[src/rtl/divider_arbiter.sv]
// Round-robin front end sharing one multi-cycle divider core among NREQ requesters.
// Resolves divide-by-zero locally and aborts a hung divide with a watchdog.
//
// state  | meaning
// -------+------------------------------------------------------------
// IDLE   | waiting for any req_valid; grants winner and captures operands
// ISSUE  | one cycle; pulses div_start, or short-circuits a zero divisor
// WAIT   | core busy; waits for div_done or watchdog expiry
// RESP   | holds the registered response until rsp_ready
module divider_arbiter #(
  parameter int WIDTH   = 4,
  parameter int NREQ    = 4,
  parameter int TIMEOUT = 64,
  localparam int IDW    = $clog2(NREQ)
) (
  input  logic                      clk,
  input  logic                      rst,
  input  logic [NREQ-1:0]           req_valid,
  output logic [NREQ-1:0]           req_ready,
  input  logic [NREQ*2*WIDTH-1:0]   req_dividend,
  input  logic [NREQ*WIDTH-1:0]     req_divisor,
  output logic                      div_start,
  output logic [2*WIDTH-1:0]        div_dividend,
  output logic [WIDTH-1:0]          div_divisor,
  input  logic                      div_done,
  input  logic [2*WIDTH-1:0]        div_quotient,
  input  logic [WIDTH-1:0]          div_remainder,
  output logic                      rsp_valid,
  input  logic                      rsp_ready,
  output logic [IDW-1:0]            rsp_id,
  output logic [2*WIDTH-1:0]        rsp_quotient,
  output logic [WIDTH-1:0]          rsp_remainder,
  output logic                      rsp_dbz,
  output logic                      rsp_err
);

  localparam int WDW = (TIMEOUT > 2) ? $clog2(TIMEOUT) : 1;
  localparam logic [WDW-1:0] WD_LAST = WDW'(TIMEOUT - 1);

  typedef enum logic [1:0] {
    S_IDLE,
    S_ISSUE,
    S_WAIT,
    S_RESP
  } state_t;

  state_t         state, state_nxt;
  logic [IDW-1:0] last_grant;
  logic [WDW-1:0] wdog;
  logic           any_valid;
  logic [IDW-1:0] win_id;
  logic [IDW-1:0] idx;
  logic           divisor_zero;

  // Rotating priority search beginning just after the last accepted requester.
  always_comb begin
    any_valid = 1'b0;
    win_id    = '0;
    idx       = '0;
    for (int i = 0; i < NREQ; i++) begin
      idx = IDW'((int'(last_grant) + 1 + i) % NREQ);
      if (!any_valid && req_valid[idx]) begin
        any_valid = 1'b1;
        win_id    = idx;
      end
    end
  end

  always_comb begin
    req_ready = '0;
    if (state == S_IDLE && !rst && any_valid) begin
      req_ready[win_id] = 1'b1;
    end
  end

  assign divisor_zero = (div_divisor == '0);
  assign div_start    = (state == S_ISSUE) && !divisor_zero;
  assign rsp_valid    = (state == S_RESP);

  always_comb begin
    state_nxt = state;
    case (state)
      S_IDLE:  if (any_valid) state_nxt = S_ISSUE;
      S_ISSUE: state_nxt = divisor_zero ? S_RESP : S_WAIT;
      S_WAIT:  if (div_done || wdog == WD_LAST) state_nxt = S_RESP;
      S_RESP:  if (rsp_ready) state_nxt = S_IDLE;
      default: state_nxt = S_IDLE;
    endcase
  end

  always_ff @(posedge clk) begin
    if (rst) begin
      state         <= S_IDLE;
      last_grant    <= IDW'(NREQ - 1);
      wdog          <= '0;
      div_dividend  <= '0;
      div_divisor   <= '0;
      rsp_id        <= '0;
      rsp_quotient  <= '0;
      rsp_remainder <= '0;
      rsp_dbz       <= 1'b0;
      rsp_err       <= 1'b0;
    end else begin
      state <= state_nxt;
      case (state)
        S_IDLE: begin
          if (any_valid) begin
            last_grant   <= win_id;
            rsp_id       <= win_id;
            div_dividend <= req_dividend[win_id*2*WIDTH +: 2*WIDTH];
            div_divisor  <= req_divisor[win_id*WIDTH +: WIDTH];
          end
        end
        S_ISSUE: begin
          wdog <= '0;
          if (divisor_zero) begin
            rsp_quotient  <= '1;
            rsp_remainder <= div_dividend[WIDTH-1:0];
            rsp_dbz       <= 1'b1;
            rsp_err       <= 1'b0;
          end
        end
        S_WAIT: begin
          // A completion in the same cycle as expiry still counts as success.
          if (div_done) begin
            rsp_quotient  <= div_quotient;
            rsp_remainder <= div_remainder;
            rsp_dbz       <= 1'b0;
            rsp_err       <= 1'b0;
          end else if (wdog == WD_LAST) begin
            rsp_quotient  <= '0;
            rsp_remainder <= '0;
            rsp_dbz       <= 1'b0;
            rsp_err       <= 1'b1;
          end else begin
            wdog <= wdog + WDW'(1);
          end
        end
        default: ;
      endcase
    end
  end

endmodule

[config.mk]
export PLATFORM = sky130hd
export DESIGN_NAME = divider_arbiter
export DESIGN_NICKNAME = d
export VERILOG_FILES = /design/src/rtl/divider_arbiter.sv
export SDC_FILE = /design/constraint.sdc
export NUM_CORES = 1
export LEC_CHECK = 0
export ABC_AREA = 1
export BUFFER_PORTS_ARGS = -buffer_cell sky130_fd_sc_hd__buf_2
export CORE_ASPECT_RATIO = 1.4
export CORE_MARGIN = 2
export CORE_UTILIZATION = 40
export DETAILED_ROUTE_END_ITERATION = 16
export PLACE_DENSITY = 0.71
export SLEW_MARGIN = 20
export SYNTH_ARGS = -nofsm -noshare
export SYNTH_HDL_FRONTEND = slang
export SYNTH_SLANG_ARGS = --single-unit
export TNS_END_PERCENT = 1
[constraint.sdc]
create_clock -name clk -period 1.8 [get_ports clk]
set_input_delay 0.09 -clock clk [delete_from_list [all_inputs] [get_ports clk]]
set_output_delay 0.09 -clock clk [all_outputs]
set_load 0.03 [all_outputs]
==> tab_implementation.tex <==
\begin{tabular}{lr}
\hline
Metric & Value \\
\hline
\multicolumn{2}{l}{\textbf{Global route}} \\
Congestion Overflow GR & 0 \\
All-layer global routing usage & 21.7\% \\
Number of antenna violations at the first check in global routing & 0 \\
Global-route wire length before repair & 12,400 um \\
Number of global-route vias before repair & 2,789 \\
Largest net degree at the start of global routing & 22 \\
\multicolumn{2}{l}{\textbf{Logic synthesis}} \\
Leading cell types by count after synthesis & sky130\_fd\_sc\_hd\_\_nand2\_1 (79), sky130\_fd\_sc\_hd\_\_nand3\_1 (57), sky130\_fd\_sc\_hd\_\_dfxtp\_1 (38), sky130\_fd\_sc\_hd\_\_nor2\_1 (32), sky130\_fd\_sc\_hd\_\_a21oi\_1 (23) \\
Number of warnings printed during yosys synthesis & 0 \\
Cell types occupying the most area after synthesis & sky130\_fd\_sc\_hd\_\_dfxtp\_1 (31\%), sky130\_fd\_sc\_hd\_\_nand2\_1 (12\%), sky130\_fd\_sc\_hd\_\_nand3\_1 (11\%) \\
Number of distinct library cells after synthesis & 34 \\
Number of synthesized flops with an enable pin & 0 \\
Largest area contributor in the netlist & sky130\_fd\_sc\_hd\_\_dfxtp\_1 \\
Number of standard cells after synthesis & 360 \\
Register bit count reported by yosys & 38 \\
Most repeated cell in the gate-level netlist after synthesis & sky130\_fd\_sc\_hd\_\_nand2\_1 \\
Most common flop cell mapped by yosys & sky130\_fd\_sc\_hd\_\_dfxtp\_1 \\
Syn\_area\_per\_cell & 6.89 um\^{}2 \\
Summed instance area of the synthesized netlist & 2480 um\^{}2 \\
Asr flop ratio synth & 0\% \\
Seq/Total Area, Yosys & 30.7\% \\
Share of Yosys cell area claimed by the top area cell type & 30.7\% \\
Post-Syn Nets & 433 \\
\multicolumn{2}{l}{\textbf{Clock network}} \\
Number of buffers added by the clock tree synthesis step & 5 \\
Clk Latency, worst-skew pair & 0.28 ns \\
Root Driver & sky130\_fd\_sc\_hd\_\_clkbuf\_8 \\
Maximum root-to-sink buffer count & 2 \\
Clock transition at the register clock pins on the worst setup and hold paths after CTS & 0.08 ns \\
Number of sinks on the clock net & 38 \\
H-tree Lvls & 2 \\
CTS tree & done \\
\multicolumn{2}{l}{\textbf{Routing}} \\
Initial DRC count & 115 \\
Total number of vias & 2,892 \\
Post-route DRC violation count & 0 \\
Average routed wire per standard cell & 13.1 um \\
Pre-antenna DRT Iters & 4 \\
Detailed Route WL & 7470 um \\
Antenna Violating Nets Remaining & 0 \\
Post-detailed-route via-to-cell ratio & 5.09 \\
\multicolumn{2}{l}{\textbf{Status}} \\
Violated checks & negative setup slack \\
Result of the run & finished with violations \\
\multicolumn{2}{l}{\textbf{Timing}} \\
Setup TNS Final & -4.45 ns \\
Slew of the pin with the lowest slew margin & 0.278 ns \\
Clock period minus worst slack & 2.14 ns \\
Max transition margin & 81.3\% \\
Highest Clock Rate & 467 MHz \\
Setup violation total in the final timing report & 20 \\
Final Worst Setup Slack & -0.344 ns \\
Final number of max-transition violations & 0 \\
RSZ-0062 raised after global routing & true \\
Endpoints failing hold & 0 \\
Crit share post-route & 119\% \\
Max Clock Skew & 0.00980 ns \\
\multicolumn{2}{l}{\textbf{Place}} \\
Post-placement setup slack & -0.322 ns \\
Port Buffers & 101 \\
Placed cell count & 543 \\
Dpl cell area & 3280 um\^{}2 \\
Gpl congestion & 0.827 \\
Detailed placer's ending HPWL & 5340 um \\
\multicolumn{2}{l}{\textbf{Finish}} \\
Area delta synth->final & 53.3\% \\
Design Area, Final & 3800 um\^{}2 \\
Number of fill cells in the layout & 535 \\
Number of nets in the layout & 570 \\
Number of non-filler instances in the completed layout & 568 \\
Share of layout cells above drive strength 1 & 49.0\% \\
Antenna Diode Count & 0 \\
\multicolumn{2}{l}{\textbf{Flow run}} \\
Number of max-capacitance violations reported & 0 \\
\multicolumn{2}{l}{\textbf{Critical path}} \\
Arr. time, crit path & 2.05 ns \\
Maximum fanout along the worst path & 6 \\
Startpoint of the worst setup timing path & last\_grant[0] \\
Setup CP Type & reg2out \\
Critical Path RT & 1.71 ns \\
Launch instance of the worst register-to-register path & last\_grant[0] \\
Kind of end point of the critical path & output port \\
Kind of launch point of the worst setup path & register \\
\multicolumn{2}{l}{\textbf{Floorplan}} \\
Initial standard-cell utilization of the core & 41.7\% \\
Core footprint & 5950 um\^{}2 \\
Die outline width & 70.6 um \\
Height of the die & 97.2 um \\
Row Count & 33 \\
Die Outline Area & 6860 um\^{}2 \\
I/O pins & 102 \\
\multicolumn{2}{l}{\textbf{Hold path}} \\
Type of the tightest min-delay check & in2reg \\
Beginning of the worst hold path & div\_quotient[2] \\
\multicolumn{2}{l}{\textbf{Power and ir drop}} \\
Cell area power density & 2320 nW/um\^{}2 \\
Pleak & 1.89 nW \\
Worst IR Drop VDD & 0.00192 V \\
\hline
\end{tabular}
-- metal layers --
| layer | GRT usage, % | part of all wire, % | wire length (um) | vias to the layer above |
|---|---|---|---|---|
| li1 | - | - | - | 1486 |
| met4 | 5.81 | 2.1 | 155 | 0 |
| met2 | 39.5 | 53 | 3930 | 98 |
| met5 | 0 | 0 | 0 | - |
| met3 | 4.25 | 5.4 | 405 | 15 |
| met1 | 25.5 | 40 | 2980 | 1293 |
-- stage by stage --
step	total power, mW	hold WS (ns)	util, %
after CTS	8.36	0.0817	61.3
final	8.82	0.0899	64.0
after global placement	6.73	0.366	55.2
after floorplan	5.35	0.159	-
after global routing	9.55	0.0936	64.0
after detailed placement	6.81	0.377	55.2
-- kinds of logic after synthesis --
logic type | count (synthesis) | synth area share [%]
adders and majority gates | 5 | 2.52
AOI/OAI and AO/OA | 62 | 14.2
and+or+nand+nor | 212 | 42.5
DFF | 38 | 30.7
buffers and inverters | 43 | 10.2
-- state kept, by name, summed over array words and instances, names as in the netlist --
signal / cells
div_dividend: 8
div_divisor: 4
last_grant: 2
rsp_dbz: 1
rsp_err: 1
rsp_id: 2
rsp_quotient: 8
rsp_remainder: 4
state: 2
wdog: 6
-- critical path: stages, from the launching register on --
cell	delay, ns
sky130_fd_sc_hd__dfxtp_4	0.37
sky130_fd_sc_hd__buf_12	0.13
sky130_fd_sc_hd__clkinv_8	0.07
sky130_fd_sc_hd__nand2_4	0.06
sky130_fd_sc_hd__nand2_4	0.08
sky130_fd_sc_hd__buf_6	0.12
sky130_fd_sc_hd__nand2_2	0.05
sky130_fd_sc_hd__nand2_2	0.06
sky130_fd_sc_hd__nand2_1	0.07
sky130_fd_sc_hd__nand2_1	0.07
sky130_fd_sc_hd__nand2_2	0.10
sky130_fd_sc_hd__nand3_4	0.09
sky130_fd_sc_hd__buf_12	0.15
sky130_fd_sc_hd__nor3_4	0.19
sky130_fd_sc_hd__buf_6	0.15
-- final timing paths --
kind | slack [ns] | cells after the start | endpoint
worst max register to register | -0.27 | 18 | div_dividend[2]
worst max-delay path | -0.34 | 14 | req_ready[2]
worst min register to register | 0.47 | 2 | rsp_quotient[2]
worst min-delay path | 0.09 | 3 | rsp_quotient[2]
-- report_power, final --
| part | internal (mW) | leakage, nW | switching, mW | total [mW] |
|---|---|---|---|---|
| combinational | 2.95 | 1.52 | 3.96 | 6.90 |
| sequential | 1.13 | 0.315 | 0.193 | 1.32 |
| clock | 0.309 | 0.0482 | 0.285 | 0.594 |
-- cell usage in the layout, fill, tap and decap left out, types with 2 or more instances in the layout --
master / Yosys / final
sky130_fd_sc_hd__a21oi_1: 23 / 21
sky130_fd_sc_hd__a21oi_2: 0 / 2
sky130_fd_sc_hd__a31oi_1: 4 / 4
sky130_fd_sc_hd__buf_12: 0 / 8
sky130_fd_sc_hd__buf_2: 2 / 97
sky130_fd_sc_hd__buf_4: 1 / 32
sky130_fd_sc_hd__buf_6: 8 / 11
sky130_fd_sc_hd__clkbuf_8: 0 / 6
sky130_fd_sc_hd__dfxtp_1: 38 / 31
sky130_fd_sc_hd__dfxtp_2: 0 / 6
sky130_fd_sc_hd__ha_1: 5 / 5
sky130_fd_sc_hd__inv_1: 18 / 18
sky130_fd_sc_hd__inv_2: 4 / 2
sky130_fd_sc_hd__inv_4: 1 / 3
sky130_fd_sc_hd__nand2_1: 79 / 60
sky130_fd_sc_hd__nand2_2: 11 / 18
sky130_fd_sc_hd__nand2_4: 3 / 14
sky130_fd_sc_hd__nand3_1: 57 / 52
sky130_fd_sc_hd__nand3_2: 9 / 12
sky130_fd_sc_hd__nand3_4: 0 / 2
sky130_fd_sc_hd__nand4_1: 4 / 4
sky130_fd_sc_hd__nor2_1: 32 / 28
sky130_fd_sc_hd__nor2_2: 2 / 4
sky130_fd_sc_hd__nor2_4: 3 / 6
sky130_fd_sc_hd__nor3_1: 7 / 2
sky130_fd_sc_hd__nor3_4: 0 / 4
sky130_fd_sc_hd__o211ai_2: 2 / 2
sky130_fd_sc_hd__o21ai_0: 22 / 15
sky130_fd_sc_hd__o21ai_1: 7 / 9
sky130_fd_sc_hd__o21ai_2: 0 / 5
-- timing repair --
| item | CTS | global route |
|---|---|---|
| pin swaps | 11 | 14 |
| endpoints found under the setup margin | 22 | 37 |
| cloned | 2 | 0 |
| hold buffers | 0 | 0 |
| setup buffers | 14 | 2 |
| gates resized for setup | 47 | 41 |
-- final cells by class --
class | count | area (um^2) | area share, %
inverters | 23 | 104 | 2.73
well taps | 70 | 87.6 | 2.30
repair inverters | 1 | 6.26 | 0.165
clock inverters | 1 | 5.00 | 0.132
flip-flops and latches | 38 | 772 | 20.3
multi-input cells | 280 | 1730 | 45.5
clock buffers | 7 | 86.3 | 2.27
repair buffers | 148 | 1010 | 26.6
Power figures use the tool's default switching activity.
